==> src/rtl/imm_encoder_pkg.sv <==
// Shared definitions for the immediate encoder: imm_src codes, FSM state
// encoding, rotation count and the even-rotate helper used by the search.
package imm_encoder_pkg;

    typedef enum logic [1:0] {
        IMM_DP  = 2'b00,
        IMM_MEM = 2'b01,
        IMM_BR  = 2'b10,
        IMM_RSV = 2'b11
    } imm_src_t;

    typedef logic [1:0] imm_enc_state_t;

    localparam imm_enc_state_t ST_IDLE       = 2'd0;
    localparam imm_enc_state_t ST_SEARCH     = 2'd1;
    localparam imm_enc_state_t ST_ALT_SEARCH = 2'd2;
    localparam imm_enc_state_t ST_DONE       = 2'd3;

    localparam int NUM_ROTS = 16;

    // Rotate left by 2*r; the r=0 case relies on a 32-bit shift yielding zero.
    function automatic logic [31:0] rotl2(input logic [31:0] v, input logic [3:0] r);
        logic [5:0] sh;
        sh = {1'b0, r, 1'b0};
        return (v << sh) | (v >> (6'd32 - sh));
    endfunction

endpackage

==> src/rtl/imm_encoder_rot_check.sv <==
// Combinational check of one rotation candidate: does rotl(value, 2*rot)
// fit in eight bits, and if so what is the resulting imm8.
module imm_rot_check
    import imm_encoder_pkg::*;
(
    input  logic [31:0] value,
    input  logic [3:0]  rot,
    output logic        match,
    output logic [7:0]  imm8
);

    logic [31:0] rotated;

    assign rotated = rotl2(value, rot);
    assign match   = (rotated[31:8] == 24'd0);
    assign imm8    = rotated[7:0];

endmodule

==> src/rtl/imm_encoder.sv <==
// Iterative immediate encoder: turns a 32-bit constant into the 24-bit
// instr_imm field for the selected imm_src. Optional MVN retry: IMM_ENCODER_ALT_EN.
module imm_encoder
    import imm_encoder_pkg::*;
#(
    parameter int ROTS_PER_CYCLE = 1   // 1, 2, 4, 8 or 16
) (
    input  logic        clk,
    input  logic        reset,
    input  logic        in_valid,
    output logic        in_ready,
    input  logic [31:0] value,
    input  logic [1:0]  imm_src,
    output logic        out_valid,
    input  logic        out_ready,
    output logic [23:0] instr_imm,
    output logic        err,
    output logic        alt
);

    imm_enc_state_t state_reg, state_next;
    logic [3:0]     rot_reg, rot_next;
    logic [31:0]    value_reg, value_next;
    logic [23:0]    instr_imm_reg, instr_imm_next;
    logic           err_reg, err_next;
`ifdef IMM_ENCODER_ALT_EN
    logic           alt_reg, alt_next;
`endif

    imm_src_t    src;
    logic [31:0] search_value;
    logic [4:0]  rot_sum;
    logic        rot_wrap;
    logic        mem_legal;
    logic        br_legal;

    assign src       = imm_src_t'(imm_src);
    assign rot_sum   = {1'b0, rot_reg} + 5'(ROTS_PER_CYCLE);
    assign rot_wrap  = rot_sum[4];
    assign mem_legal = (value[31:12] == 20'd0);
    assign br_legal  = (value[1:0] == 2'b00) && (value[31:25] == {7{value[25]}});

`ifdef IMM_ENCODER_ALT_EN
    assign search_value = (state_reg == ST_ALT_SEARCH) ? ~value_reg : value_reg;
`else
    assign search_value = value_reg;
`endif

    // One checker per candidate handled in a cycle.
    logic [ROTS_PER_CYCLE-1:0] cand_match;
    logic [3:0]                cand_rot  [ROTS_PER_CYCLE];
    logic [7:0]                cand_imm8 [ROTS_PER_CYCLE];

    generate
        for (genvar gi = 0; gi < ROTS_PER_CYCLE; gi++) begin : g_cand
            localparam logic [3:0] OFFSET = 4'(gi);
            assign cand_rot[gi] = rot_reg + OFFSET;
            imm_rot_check u_check (
                .value (search_value),
                .rot   (cand_rot[gi]),
                .match (cand_match[gi]),
                .imm8  (cand_imm8[gi])
            );
        end
    endgenerate

    // Walk from the top down so the lowest matching rotation is kept.
    logic       hit;
    logic [3:0] hit_rot;
    logic [7:0] hit_imm8;

    always_comb begin
        hit      = 1'b0;
        hit_rot  = 4'd0;
        hit_imm8 = 8'd0;
        for (int i = ROTS_PER_CYCLE - 1; i >= 0; i--) begin
            if (cand_match[i]) begin
                hit      = 1'b1;
                hit_rot  = cand_rot[i];
                hit_imm8 = cand_imm8[i];
            end
        end
    end

    always_comb begin
        state_next     = state_reg;
        rot_next       = rot_reg;
        value_next     = value_reg;
        instr_imm_next = instr_imm_reg;
        err_next       = err_reg;
`ifdef IMM_ENCODER_ALT_EN
        alt_next       = alt_reg;
`endif
        case (state_reg)
            ST_IDLE: begin
                if (in_valid) begin
                    value_next = value;
                    rot_next   = 4'd0;
                    case (src)
                        IMM_DP: begin
                            state_next = ST_SEARCH;
                        end
                        IMM_MEM: begin
                            state_next     = ST_DONE;
                            instr_imm_next = mem_legal ? {12'd0, value[11:0]} : 24'd0;
                            err_next       = !mem_legal;
                        end
                        IMM_BR: begin
                            state_next     = ST_DONE;
                            instr_imm_next = br_legal ? value[25:2] : 24'd0;
                            err_next       = !br_legal;
                        end
                        default: begin
                            state_next     = ST_DONE;
                            instr_imm_next = 24'd0;
                            err_next       = 1'b1;
                        end
                    endcase
                end
            end
            ST_SEARCH, ST_ALT_SEARCH: begin
                if (hit) begin
                    state_next     = ST_DONE;
                    instr_imm_next = {12'd0, hit_rot, hit_imm8};
                    err_next       = 1'b0;
`ifdef IMM_ENCODER_ALT_EN
                    alt_next       = (state_reg == ST_ALT_SEARCH);
`endif
                end else if (rot_wrap) begin
                    rot_next = 4'd0;
`ifdef IMM_ENCODER_ALT_EN
                    if (state_reg == ST_SEARCH) begin
                        state_next = ST_ALT_SEARCH;
                    end else begin
                        state_next     = ST_DONE;
                        instr_imm_next = 24'd0;
                        err_next       = 1'b1;
                        alt_next       = 1'b0;
                    end
`else
                    state_next     = ST_DONE;
                    instr_imm_next = 24'd0;
                    err_next       = 1'b1;
`endif
                end else begin
                    rot_next = rot_sum[3:0];
                end
            end
            default: begin
                if (out_ready) begin
                    state_next     = ST_IDLE;
                    instr_imm_next = 24'd0;
                    err_next       = 1'b0;
`ifdef IMM_ENCODER_ALT_EN
                    alt_next       = 1'b0;
`endif
                end
            end
        endcase
    end

    always_ff @(posedge clk) begin
        if (reset) begin
            state_reg     <= ST_IDLE;
            rot_reg       <= 4'd0;
            value_reg     <= 32'd0;
            instr_imm_reg <= 24'd0;
            err_reg       <= 1'b0;
`ifdef IMM_ENCODER_ALT_EN
            alt_reg       <= 1'b0;
`endif
        end else begin
            state_reg     <= state_next;
            rot_reg       <= rot_next;
            value_reg     <= value_next;
            instr_imm_reg <= instr_imm_next;
            err_reg       <= err_next;
`ifdef IMM_ENCODER_ALT_EN
            alt_reg       <= alt_next;
`endif
        end
    end

    assign in_ready  = (state_reg == ST_IDLE);
    assign out_valid = (state_reg == ST_DONE);
    assign instr_imm = instr_imm_reg;
    assign err       = err_reg;
`ifdef IMM_ENCODER_ALT_EN
    assign alt       = alt_reg;
`else
    assign alt       = 1'b0;
`endif

endmodule

==> config.mk <==
export PLATFORM = sky130hd
export DESIGN_NAME = imm_encoder
export DESIGN_NICKNAME = d
export VERILOG_FILES = /design/src/rtl/imm_encoder_pkg.sv /design/src/rtl/imm_encoder_rot_check.sv /design/src/rtl/imm_encoder.sv
export SDC_FILE = /design/constraint.sdc
export NUM_CORES = 1
export LEC_CHECK = 0
export CORE_ASPECT_RATIO = 1.5
export CORE_MARGIN = 2
export CORE_UTILIZATION = 60
export CTS_CLUSTER_SIZE = 30
export DETAILED_ROUTE_END_ITERATION = 8
export DONT_BUFFER_PORTS = 1
export HOLD_SLACK_MARGIN = 0.1
export PLACE_DENSITY = 0.76
export SYNTH_ARGS = -nofsm -noshare
export SYNTH_HDL_FRONTEND = slang
export SYNTH_HIERARCHICAL = 1
export SYNTH_SLANG_ARGS = --single-unit
==> constraint.sdc <==
create_clock -name clk -period 5.1 [get_ports clk]
set_input_delay 0.51 -clock clk [delete_from_list [all_inputs] [get_ports clk]]
set_output_delay 0.51 -clock clk [all_outputs]
set_load 0.005 [all_outputs]
After elaboration in Yosys (flattened, before gate mapping)
Index checks and enable logic that the tools add are counted.
{"block": "totals", "register_bits": 63, "inputBits": 38, "output_inout_bits": 28, "word_cells": 62}
{"block": "classes", "add_sub_neg": 2, "n_eq_ne": 10, "n_shift": 2, "mux": 27, "bitwise": 1, "n_reduce_logical": 15}
{"operator": "$mux W24", "n": 5}
{"operator": "$pmux W24 S3", "n": 1}
{"operator": "$pmux W24 S2", "n": 1}
{"operator": "$or A32 B32 Y32", "n": 1}
{"operator": "$shl A32 B5 Y32", "n": 1}
{"operator": "$shr A32 B6 Y32", "n": 1}
{"operator": "$logic_not A24 Y1", "n": 1}
{"operator": "$logic_not A20 Y1", "n": 1}
{"operator": "$mux W4", "n": 4}
{"operator": "$mux W12", "n": 1}
{"operator": "$mux W2", "n": 5}
{"operator": "$mux W8", "n": 1}
{"operator": "$pmux W4 S2", "n": 1}
{"operator": "$eq A2 B2 Y1 const B", "n": 3}
{"operator": "$eq A6 B6 Y1", "n": 1}
{"operator": "$logic_not A2 Y1", "n": 3}
{"operator": "$ne A2 B2 Y1 const B", "n": 3}
{"operator": "$reduce_and A3 Y1", "n": 2}
{"operator": "$sub A6 B5 Y6 const A", "n": 1}
{"operator": "$add A4 B1 Y5 const B", "n": 1}
{"operator": "$mux W1", "n": 5}
{"operator": "$eq A2 B1 Y1 const B", "n": 2}
{"operator": "$pmux W2 S2", "n": 1}
{"operator": "$reduce_and A4 Y1", "n": 1}
{"operator": "9 further kinds", "n": 10}

Longest topological paths before layout
Gate-level depths: netlist of run 1.
{"block": "logic_depth", "word_depth": 7, "depth_mapped": 19, "mapped_depth_nobuf": 14}

Cells and area by module
Netlist of run 1, hierarchy kept.
{"module": "imm_encoder", "n_inst": 1, "cells_per_inst": 347, "area_per_inst_um2": 2851.5}
{"module": "imm_rot_check", "n_inst": 1, "cells_per_inst": 230, "area_per_inst_um2": 1576.5}

Worst setup path before layout of run 1
No wires, ideal clock.
{"block": "synth_timing", "path_type": "reg2reg", "startpoint": "register rot_reg[0]", "endpoint": "register instr_imm_reg[1], in the netlist instr_imm[1]", "setup_ps": 124, "t_arrival_ps": 3614, "required_ps": 4976, "path_slack_ps": 1362, "stages_incl_launch_ff": 18, "n_path_buf": 4, "path_cell_list": "dfxtp_1 > buf_6 > inv_4 > clkbuf_1 > ha_1 > xor2_1 > buf_6 > mux4_2 > nand2_1 > o21ai_1 > or4_1 > o31ai_1 > o211a_1 > nand2b_1 > o221ai_2 > buf_2 > a221oi_1 > a21oi_1"}
{"block": "synth_between", "elab_chain_len": 7, "elab_cells_between_ends": 12, "classes_between": "add/sub (2); eq/ne (1); shift (2); mux (4); bitwise (1); reduce/logical (2)"}
{"item": "start, declared", "line": "imm_encoder.sv:22", "rtl": "logic [3:0] rot_reg, rot_next;"}
{"item": "start signal, assigned", "line": "imm_encoder.sv:174", "rtl": "rot_reg <= rot_next;"}
{"item": "$sub A6 B5 Y6", "line": "imm_encoder_pkg.sv:25", "rtl": "return (v << sh) | (v >> (6'd32 - sh));"}
{"item": "$shr A32 B6 Y32", "line": "imm_encoder_pkg.sv:25"}
{"item": "$or A32 B32 Y32 (*)", "line": "imm_encoder_pkg.sv:25"}
{"item": "$logic_not A24 Y1 (*)", "line": "imm_encoder_rot_check.sv:15", "rtl": "assign match = (rotated[31:8] == 24'd0);"}
{"item": "net cand_match", "line": "imm_encoder.sv:50", "rtl": "logic [ROTS_PER_CYCLE-1:0] cand_match;"}
{"item": "$mux W1 / $mux W8 (equally long branches)", "line": "imm_encoder.sv:77", "rtl": "if (cand_match[i]) begin"}
{"item": "$ne A3 B3 Y1 (no source line) / $mux W24 (equally long branches)"}
{"item": "$reduce_and A4 Y1 (no source line) / $pmux W24 S2 (equally long branches)"}
{"item": "end signal, assigned", "line": "imm_encoder.sv:176", "rtl": "instr_imm_reg <= instr_imm_next;"}
{"item": "end, declared", "line": "imm_encoder.sv:24", "rtl": "logic [23:0] instr_imm_reg, instr_imm_next;"}
The timed path passes the listed nets; every way through them passes the cells marked *.
A chain may end at the register's enable or synchronous reset.

Final worst setup path of run 1
{"block": "layout_timing", "startpoint": "register rot_reg[0]", "endpoint": "register instr_imm_reg[0], in the netlist instr_imm[0]"}
Same word-level chain as after synthesis.

==> results of run 1 <==
[metal layers]
layer	GRT usage, %	up-vias	part of all wire, %
met3	6.47	51	7.5
met5	0	-	0
li1	-	2059	-
met1	41.4	2041	39
met4	17.5	0	4.3
met2	52.9	256	50
[stage by stage]
step	hold slack, ns	std cells
finish	0.232	657
global route	0.213	657
global placement	0.461	642
CTS	0.214	657
floorplan	0.448	577
detailed placement	0.465	642
[path summary, 6_finish.rpt]
check / from / end / slack [ns] / cells after the start
min: reset / instr_imm[12] / 0.23 / 1
max: rot_reg[0] / instr_imm[0] / 0.94 / 14
min reg2reg: instr_imm[13] / instr_imm[13] / 0.48 / 2
max reg2reg: rot_reg[0] / instr_imm[0] / 0.94 / 14
[layout make-up]
| class | count | share of cell area (%) |
|---|---|---|
| clock buffer | 13 | 3.88 |
| clock inverter | 2 | 0.813 |
| inverter | 11 | 0.949 |
| multi-input combinational | 461 | 63.2 |
| sequential | 63 | 27.3 |
| tap | 100 | 2.71 |
| timing repair buffer | 7 | 1.14 |
[critical path: cells and delay by family, from the launching register on]
| kind | cells | cell delay (ns) |
|---|---|---|
| mux | 1 | 0.37 |
| buf+inv | 2 | 0.47 |
| fa+ha+maj | 1 | 0.23 |
| xor+xnor | 1 | 0.20 |
| simple gates | 3 | 0.78 |
| compound gates | 6 | 1.65 |
| flops | 1 | 0.33 |
[cell families (layout without fill, tap and decap cells)]
group	after synthesis	after routing	share of synthesized area, %
adders and majority gates	8	8	2.26
muxes	42	42	12.1
other	1	1	0.0847
DFF	63	63	28.5
xor gates and xnor gates	1	1	0.198
AOI/OAI and AO/OA	176	176	25.3
and+or+nand+nor	233	233	25.7
buffers and inverters	53	33	5.82
[synth_stat cells (all sizes together) (3+ instances only)]
cell / number / area share (%)
a211oi: 10 / 1.8
a21oi: 87 / 11
a221oi: 13 / 2.6
and2: 4 / 0.57
and3: 3 / 0.42
and4: 4 / 0.85
buf: 21 / 3.1
clkbuf: 21 / 1.8
dfxtp: 63 / 28
ha: 8 / 2.3
inv: 11 / 0.99
mux2: 10 / 2.6
mux2i: 24 / 5.4
mux4: 8 / 4.1
nand2: 110 / 9.4
nand2b: 3 / 0.42
nand3: 21 / 3.5
nor2: 42 / 3.6
nor2b: 6 / 0.85
nor3: 17 / 1.9
nor3b: 4 / 0.68
nor4: 9 / 1.6
o21ai: 32 / 3.6
o22ai: 11 / 1.6
o31ai: 3 / 0.51
o41ai: 3 / 0.59
[power by group through the flow]
stage	logic (mW)	registers (mW)	clock network, mW
2_1_floorplan	1.12	0.656	0
3_3_place_gp	1.30	0.699	0
3_5_place_dp	1.33	0.700	0
4_1_cts	1.34	0.689	0.467
5_1_grt	1.50	0.703	0.484
6_report	1.37	0.695	0.461
==> impl_summary.log, run 1 <==
INFO  metric layout-area-overhead-vs-synth = 4.27%
INFO  metric row_count = 38
INFO  metric antenna_cells_inserted = 0
INFO  metric power_total = 2.52 mW
INFO  metric dpl_cell_area = 0.00440 mm²
INFO  metric worst_hold_path_type = input port to register
INFO  metric report.final.hold_viol_count = 0
INFO  metric worst-slew-pin-transition = 1.21 ns
INFO  metric final-seq-area = 0.00126 mm²
INFO  metric synth-edff-count = 0
INFO  metric clkSinkCount = 63
INFO  metric irDropWorstVdd = 0.368 mV
INFO  metric fillerInstances = 634
INFO  metric vias = 4407
INFO  metric max_freq = 240 MHz
INFO  metric critPathLaunchType = register
INFO  metric async_flop_share = 0%
INFO  metric dieWidth = 74.1 µm
INFO  metric worstSetupEndpointType = register
INFO  metric drt_first_pass_iters = 5
INFO  metric buffer_depth_of_the_longest_clock_path = 2
INFO  metric ys_seq_elements = 63
INFO  metric result_of_the_run = completed
INFO  metric cp.required = 5.32 ns
INFO  metric power_report.internal_total = 1.38 mW
INFO  metric remaining_drc_errors = 0
INFO  metric power_frac_seq = 27.6%
INFO  metric max-slew-margin-rel = 19.4%
INFO  metric io_buffers = 0
INFO  metric synthesis.area = 0.00443 mm²
INFO  metric cts_root_buf = clkbuf_8
INFO  metric final_common_cell = nand2_1
INFO  metric postRouteAntennaNets = 0
INFO  metric initial_antenna_violation_count = 0
INFO  metric vias_per_cell = 6.71
INFO  metric synth_cell_type_count = 61
INFO  metric worstPathCellList = inv_4 > ha_1 > xor2_2 > buf_4 > mux4_2 > nand2_1 > o21ai_1 > or4_1 > o31ai_1 > o211a_1 > nand2b_1 > o221ai_2 > a221oi_1 > a21oi_1
INFO  metric top_level_ports = 66
INFO  metric gp_congestion = 1.04
INFO  metric track_usage = 33.1%
INFO  metric fin_tns_setup = 0 ns
INFO  metric drt_iter0_drc = 411
INFO  metric cts_buffers = 9
INFO  metric cts_setup_buffers = 0
INFO  metric cts_repair_resize_count = 0
INFO  metric synth_seq_area_share = 28.5%
INFO  metric clock_latency = 0.35 ns
INFO  metric hold_buf_count_cts = 0
INFO  metric floorplan.die.height = 109 µm
INFO  metric syn_inst = 577
INFO  metric syn_avg_cell_area = 7.67 µm²
INFO  metric nets = 599
INFO  metric h_tree_depth = 3
INFO  metric ys.flop_type = dfxtp_1
INFO  metric dp_hpwl = 9140 µm
INFO  metric finalWirelength = 12700 µm
INFO  metric static-leakage-power = 1.60 nW
INFO  metric most_used_cells_in_the_layout_excluding_fill_and_tap_cells = nand2_1, a21oi_1, dfxtp_1
INFO  metric pwr-share-clk = 18.3%
INFO  metric critPathSlowestCell = or4_1
INFO  metric final_critical_path_setup_slack = 0.937 ns
INFO  metric dieArea = 0.00810 mm²
INFO  metric critPathMaxFanout = 29
INFO  metric first_global_vias = 4149
INFO  metric preCtsSetupSlack = 1.07 ns
INFO  metric start_util = 61.7%
INFO  metric timing.final.crit_period = 4.16 ns
INFO  metric power.density = 546 mW/mm²
INFO  metric rsz_0062_raised_after_global_routing = false
INFO  metric p_switching = 1.14 mW
INFO  metric combPwrFrac = 54.2%
INFO  metric wire_per_inst = 19.3 µm
INFO  metric path_type_of_the_worst_setup_path = register to register
INFO  metric synth-warning-count = 6
INFO  metric setup_violations = 0
INFO  metric fin_area = 0.00462 mm²
INFO  metric cts_tree = yes
INFO  metric largest_register_ff_count = 32
INFO  metric postSynthNetCount = 623
INFO  metric multiInputGateArea = 0.00292 mm²
INFO  metric sw_frac_of_total = 45.2%
INFO  metric timing.critical_path.arrival = 4.38 ns
INFO  metric grt_start_max_net_pins = 67
INFO  metric drive_above_1_share = 13.6%
INFO  metric wire_length_of_the_first_global_routing_pass = 20800 µm
INFO  metric pins_over_their_slew_limit = 0
INFO  metric global_route.overflow_total = 0
INFO  metric clock_pin_slew_on_the_worst_setup_and_hold_paths = 0.07 ns
INFO  metric coreArea = 0.00718 mm²
INFO  metric postLayoutCoreUtil = 64.3%
INFO  metric fin_crit_sh = 81.6%
INFO  metric cp_slowest_stage_delay = 0.48 ns
INFO  metric worst_setup_skew_after_layout = 0.0112 ns
INFO  metric timing.max_cap.violations = 0
Note: power is estimated with default switching activity, not from simulation.
==> run 2, diff against run 1 <==
clock period = 4.05 ns   (was 5.1 ns; I/O delays follow)
==> run 2 against run 1 <==
Net effect: highest routed layer unchanged; total power increased by 28%; fmax increased by 9.7%; clock power increased by 21%; sequential cell count unchanged; largest cell class unchanged.
==> impl_summary.log, run 2 (same netlist as run 1, synthesis figures left out) <==
INFO  metric result_of_the_run = completed
INFO  metric dieWidth = 74.1 µm (unchanged)
INFO  metric gp_congestion = 0.958 (-8.1%)
INFO  metric pins_over_their_slew_limit = 0 (unchanged)
INFO  metric track_usage = 33.5% (+0.45 points)
INFO  metric clock_pin_slew_on_the_worst_setup_and_hold_paths = 0.07 ns (about the same)
INFO  metric start_util = 61.7% (unchanged)
INFO  metric wire_per_inst = 19.4 µm (+0.67%)
INFO  metric report.final.hold_viol_count = 0 (unchanged)
INFO  metric multiInputGateArea = 0.00292 mm² (unchanged)
INFO  metric final-seq-area = 0.00126 mm² (unchanged)
INFO  metric timing.final.crit_period = 3.79 ns (-0.369 ns)
INFO  metric top_level_ports = 66 (unchanged)
INFO  metric wire_length_of_the_first_global_routing_pass = 20800 µm (unchanged)
INFO  metric h_tree_depth = 3 (unchanged)
INFO  metric timing.max_cap.violations = 0 (unchanged)
INFO  metric clock_latency = 0.36 ns (about the same)
INFO  metric static-leakage-power = 1.66 nW (+3.8%)
INFO  metric power.density = 679 mW/mm² (+24%)
INFO  metric drive_above_1_share = 14.8% (+1.2 points)
INFO  metric final_common_cell = nand2_1
INFO  metric reg2reg_depth = 14 (unchanged)
INFO  metric setup_violations = 0 (unchanged)
INFO  metric floorplan.die.height = 109 µm (unchanged)
INFO  metric row_count = 38 (unchanged)
INFO  metric irDropWorstVdd = 0.473 mV (+29%)
INFO  metric worst-slew-pin-transition = 1.12 ns (-0.0877 ns)
INFO  metric worstSetupEndpointType = register
INFO  metric postRouteAntennaNets = 0 (unchanged)
INFO  metric max-slew-margin-rel = 24.6% (+5.2 points)
INFO  metric critPathSlowestCell = buf_4
INFO  metric reg2reg_slack = 0.26 ns (-0.68 ns)
INFO  metric fillerInstances = 639 (+0.79%)
INFO  metric crit_top_cell = buf_4
INFO  metric preCtsSetupSlack = 0.369 ns (-0.701 ns)
INFO  metric antenna_cells_inserted = 0 (unchanged)
INFO  metric largest_register_ff_count = 32 (unchanged)
INFO  metric cts_tree = yes
INFO  metric coreArea = 0.00718 mm² (unchanged)
INFO  metric max_freq = 264 MHz (+9.7%)
INFO  metric worstHoldStart = reset
INFO  metric fin_tns_setup = 0 ns (unchanged)
INFO  metric cp_slowest_stage_delay = 0.43 ns (-0.05 ns)
INFO  metric grt_start_max_net_pins = 46 (-31%)
INFO  metric critPathMaxFanout = 45 (+55%)
INFO  metric hold_buf_count_cts = 5 (+5)
INFO  metric critPathLaunchType = register
INFO  metric cts_repair_resize_count = 0 (unchanged)
INFO  metric drt_first_pass_iters = 6 (+1)
INFO  metric drt_iter0_drc = 377 (-8.3%)
INFO  metric first_global_vias = 4149 (unchanged)
INFO  metric path_type_of_the_worst_setup_path = register to register
INFO  metric vias = 4405 (-0.045%)
INFO  metric most_used_cells_in_the_layout_excluding_fill_and_tap_cells = nand2_1, a21oi_1, dfxtp_1
INFO  metric initial_antenna_violation_count = 0 (unchanged)
INFO  metric worstHoldPathCells = 1 (unchanged)
INFO  metric fin_crit_sh = 93.7% (+12 points)
INFO  metric layout-area-overhead-vs-synth = 7.23%
INFO  metric cts_root_buf = clkbuf_8
INFO  metric finalWirelength = 13100 µm (+3.1%)
INFO  metric cts_setup_buffers = 0 (unchanged)
INFO  metric remaining_drc_errors = 0 (unchanged)
INFO  metric clkSinkCount = 63 (unchanged)
INFO  metric critical_path.reg2reg.startpoint = rot_reg[0]
INFO  metric nets = 614 (+2.5%)
INFO  metric cp.required = 4.33 ns (-0.99 ns)
INFO  metric dp_hpwl = 9360 µm (+2.4%)
INFO  metric io_buffers = 0 (unchanged)
INFO  metric timing.critical_path.arrival = 4.07 ns (-0.31 ns)
INFO  metric crit_startpoint = rot_reg[0]
INFO  metric r2r_end = err
INFO  metric rsz_0062_raised_after_global_routing = false
INFO  metric final_critical_path_setup_slack = 0.256 ns (-0.681 ns)
INFO  metric buffer_depth_of_the_longest_clock_path = 2 (unchanged)
INFO  metric worst_hold_path_type = input port to register
INFO  metric cts_buffers = 9 (unchanged)
INFO  metric global_route.overflow_total = 0 (unchanged)
INFO  metric worstPathCellList = buf_4 > buf_4 > mux2_2 > a21oi_1 > nor4bb_1 > nand4_1 > nand2_1 > o211a_1 > nand2b_1 > o221ai_2 > buf_4 > nor3_1 > a21oi_1 > o22ai_1
INFO  metric dieArea = 0.00810 mm² (unchanged)
INFO  metric hold_path_end = search_value[1]
INFO  metric worst_setup_skew_after_layout = 0.0112 ns (+0.0000181 ns)
INFO  metric vias_per_cell = 6.55 (-2.4%)
[run 2: cell types whose count changed in the layout (fill, tap and decap cells not counted), sizes merged]
cell and delta:
clkinvlp +1, clkinv +2, inv +1, clkbuf -3, buf +8, dlygate4sd3 +7
[run 2: final cells by class]
cell class / instances / share of cell area [%]
multi-input combinational: 461 / 61.4
sequential: 63 / 26.6
inverter: 11 / 0.922
tap: 100 / 2.64
timing repair buffer: 22 / 4.11
clock buffer: 10 / 2.90
clock inverter: 6 / 1.42
[run 2: through the flow]
| stage | util, % | hold WS [ns] | std cells | area [µm²] | power [mW] |
|---|---|---|---|---|---|
| finish | 66.1 | 0.111 | 673 | 4750 | 3.22 |
| global route | 66.1 | 0.0999 | 673 | 4750 | 3.44 |
| CTS | 65.9 | 0.100 | 671 | 4730 | 3.19 |
| detailed placement | 62.3 | 0.467 | 650 | 4470 | 2.62 |
| global placement | 62.3 | 0.464 | 650 | 4470 | 2.60 |
| floorplan | - | 0.448 | 577 | 4430 | 2.24 |
[run 2: worst max-delay path by stage]
stage	end	slack [ns]	cells after the start
final	err	0.26	14
after global routing	err	0.05	14
after CTS	instr_imm[5]	0.34	13
after detailed placement	instr_imm[5]	0.37	13
after global placement	instr_imm[5]	0.48	13
after floorplan	instr_imm[1]	0.31	17
[run 2: routing by layer]
layer  part of all wire, %  track usage [%]  vias up
met5                     0                0        -
met4                   3.9             15.7        0
met3                   7.2             8.60       50
met2                    50             55.2      215
met1                    39             40.2     2059
li1                      -                -     2081
[run 2: report_power, final]
part | internal [mW] | switching (mW) | total, mW | leakage (nW)
logic | 0.718 | 1.07 | 1.79 | 1.05
registers | 0.725 | 0.151 | 0.876 | 0.515
clock network | 0.302 | 0.255 | 0.558 | 0.0989
total | 1.75 | 1.48 | 3.22 | 1.66
[run 2: worst max-delay path, delay by kind of cell, from the launching register on]
| kind | cells | cell delay (ns) |
|---|---|---|
| simple gates | 5 | 1.00 |
| compound gates | 5 | 0.87 |
| mux | 1 | 0.38 |
| flops | 1 | 0.35 |
| buf+inv | 3 | 1.10 |
==> run 3, diff against run 2 <==
--- a/constraint.sdc
+++ b/constraint.sdc
@@ -3,2 +3,2 @@
 set_output_delay 0.405 -clock clk [all_outputs]
-set_load 0.005 [all_outputs]
+set_load 0.01 [all_outputs]
==> run 3 against run 2 <==
Net effect: final cell count fell by 0.74%; critical path depth is 1 lower; utilization fell by 0.70 points; critical path type unchanged; largest cell class unchanged; highest routed layer unchanged.
==> impl_summary.log, run 3 (same netlist as run 1, synthesis figures left out) <==
INFO  metric worst_setup_skew_after_layout = 0.0116 ns (+0.000357 ns)
INFO  metric cp_slowest_stage_delay = 0.44 ns (about the same)
INFO  metric largest_register_ff_count = 32 (unchanged)
INFO  metric wire_length_of_the_first_global_routing_pass = 20300 µm (-2.2%)
INFO  metric finalWirelength = 12700 µm (-2.6%)
INFO  metric critical-path-top-delay-family = compound AO/OA/AOI/OAI gates
INFO  metric combPwrFrac = 55.2% (-0.3 points)
INFO  metric global_route.overflow_total = 0 (unchanged)
INFO  metric row_count = 38 (unchanged)
INFO  metric fin_area = 0.00470 mm² (-1.1%)
INFO  metric grt_start_max_net_pins = 52 (+13%)
INFO  metric vias = 4412 (+0.16%)
INFO  metric worstHoldPathCells = 1 (unchanged)
INFO  metric worst_hold_path_type = input port to register
INFO  metric clock_latency = 0.35 ns (about the same)
INFO  metric layout.cells.non_filler = 668 (-0.74%)
INFO  metric initial_antenna_violation_count = 0 (unchanged)
INFO  metric timing.final.crit_period = 3.75 ns (-0.0416 ns)
INFO  metric top_level_ports = 66 (unchanged)
INFO  metric rsz_0062_raised_after_global_routing = false
INFO  metric io_buffers = 0 (unchanged)
INFO  metric power_frac_seq = 27.5% (+0.3 points)
INFO  metric cp.required = 4.32 ns (about the same)
INFO  metric clkSinkCount = 63 (unchanged)
INFO  metric nets = 609 (-0.81%)
INFO  metric most_used_cells_in_the_layout_excluding_fill_and_tap_cells = nand2_1, a21oi_1, dfxtp_1
INFO  metric postRouteAntennaNets = 0 (unchanged)
INFO  metric drt_iter0_drc = 432 (+15%)
INFO  metric dieArea = 0.00810 mm² (unchanged)
INFO  metric fin_crit_sh = 92.7% (-1.0 points)
INFO  metric critPathSlowestCell = o221a_2
INFO  metric buffer_depth_of_the_longest_clock_path = 2 (unchanged)
INFO  metric first_global_vias = 4119 (-0.72%)
INFO  metric path_type_of_the_worst_setup_path = register to register
INFO  metric pwr-share-clk = 17.3% (about the same)
INFO  metric power_report.internal_total = 1.74 mW (-0.18%)
INFO  metric p_switching = 1.49 mW (+0.50%)
INFO  metric critPathLaunchType = register
INFO  metric clock_pin_slew_on_the_worst_setup_and_hold_paths = 0.07 ns (about the same)
INFO  metric max_freq = 266 MHz (+1.1%)
INFO  metric worstHoldStart = reset
INFO  metric final_common_cell = nand2_1
INFO  metric critical_path.reg2reg.startpoint = rot_reg[0]
INFO  metric dieWidth = 74.1 µm (unchanged)
INFO  metric irDropWorstVdd = 0.486 mV (+2.8%)
INFO  metric start_util = 61.7% (unchanged)
INFO  metric h_tree_depth = 3 (unchanged)
INFO  metric dpl_cell_area = 0.00447 mm² (unchanged)
INFO  metric max-slew-margin-rel = 24.6% (+0.047 points)
INFO  metric cts_tree = yes
INFO  metric crit_startpoint = rot_reg[0]
INFO  metric worst-slew-pin-transition = 1.12 ns (-0.000697 ns)
INFO  metric vias_per_cell = 6.60 (+0.91%)
INFO  metric timing.max_cap.violations = 0 (unchanged)
INFO  metric cp_num_buf_inv = 2 (-1)
INFO  metric setup_violations = 0 (unchanged)
INFO  metric wire_per_inst = 19.1 µm (-1.9%)
INFO  metric worstSetupEndpointType = register
INFO  metric timing.critical_path.arrival = 4.02 ns (-0.05 ns)
INFO  metric critPathMaxFanout = 45 (unchanged)
INFO  metric static-leakage-power = 1.64 nW (-1.3%)
INFO  metric pins_over_their_slew_limit = 0 (unchanged)
INFO  metric timing.critical_path.depth = 13 (-1)
INFO  metric dp_hpwl = 9430 µm (+0.71%)
INFO  metric coreArea = 0.00718 mm² (unchanged)
INFO  metric gp_congestion = 0.958 (about the same)
INFO  metric sw_frac_of_total = 46.0% (+0.17 points)
INFO  metric cts_buffers = 9 (unchanged)
INFO  metric result_of_the_run = completed
INFO  metric power.density = 687 mW/mm² (+1.2%)
INFO  metric report.final.hold_viol_count = 0 (unchanged)
INFO  metric worstPathCellList = buf_4 > buf_4 > and3_1 > a21oi_2 > a221oi_1 > nand2b_1 > o31ai_1 > o211a_1 > nand2b_1 > o221a_2 > a21oi_2 > o21ai_0 > a21oi_1
INFO  metric remaining_drc_errors = 0 (unchanged)
INFO  metric drt_first_pass_iters = 5 (-1)
INFO  metric fin_tns_setup = 0 ns (unchanged)
INFO  metric track_usage = 32.8% (-0.72 points)
INFO  metric floorplan.die.height = 109 µm (unchanged)
INFO  metric layout-area-overhead-vs-synth = 6.10%
INFO  metric antenna_cells_inserted = 0 (unchanged)
INFO  metric cts_root_buf = clkbuf_8
INFO  metric total_placed_cells_including_tap_cells = 650 (unchanged)
INFO  metric reg2reg_depth = 13 (-1)
INFO  metric drive_above_1_share = 15.0% (+0.13 points)
-- run 3: final timing paths --
path | end | slack, ns
setup reg to reg | instr_imm[5] | 0.30
setup / recovery | instr_imm[5] | 0.30
hold / removal | instr_imm[13] | 0.12
hold reg to reg | instr_imm[23] | 0.50
-- run 3: final cells by class --
class | count | area, µm²
Multi-Input combinational cell | 461 | 2920
Fill cell | 658 | 2480
Sequential cell | 63 | 1260
Timing Repair Buffer | 17 | 145
Clock inverter | 6 | 67.6
Tap cell | 100 | 125
Clock buffer | 10 | 138
Inverter | 11 | 43.8
-- run 3: through the flow --
step                setup WS (ns)  power (mW)  util, %  hold slack, ns
floorplan                   0.312        2.25        -           0.459
global placement            0.484        2.61     62.3           0.477
detailed placement          0.365        2.64     62.3           0.475
CTS                         0.335        3.21     65.4           0.101
global route              0.00446        3.45     65.4           0.101
finish                      0.297        3.23     65.4           0.120
-- run 3: routing by layer --
layer | routed length [µm] | up-vias | global-route usage [%]
met5 | 0 | - | 0
met2 | 6490 | 197 | 54.1
met3 | 926 | 55 | 8.13
li1 | - | 2081 | -
met4 | 469 | 0 | 16.4
met1 | 4850 | 2079 | 38.9
-- run 3: power groups by stage --
stage	clock network [mW]	logic, mW	registers (mW)
floorplan	0	1.42	0.839
global placement	0	1.72	0.891
detailed placement	0	1.75	0.895
CTS	0.565	1.76	0.882
global route	0.592	1.96	0.899
finish	0.559	1.78	0.888
-- run 3: what timing repair did --
action | 4_1_cts | 5_1_grt
hold endpoints to repair | 3 | 0
resized for setup | 0 | 0
hold buffers | 2 | 0
setup buffers | 0 | 0
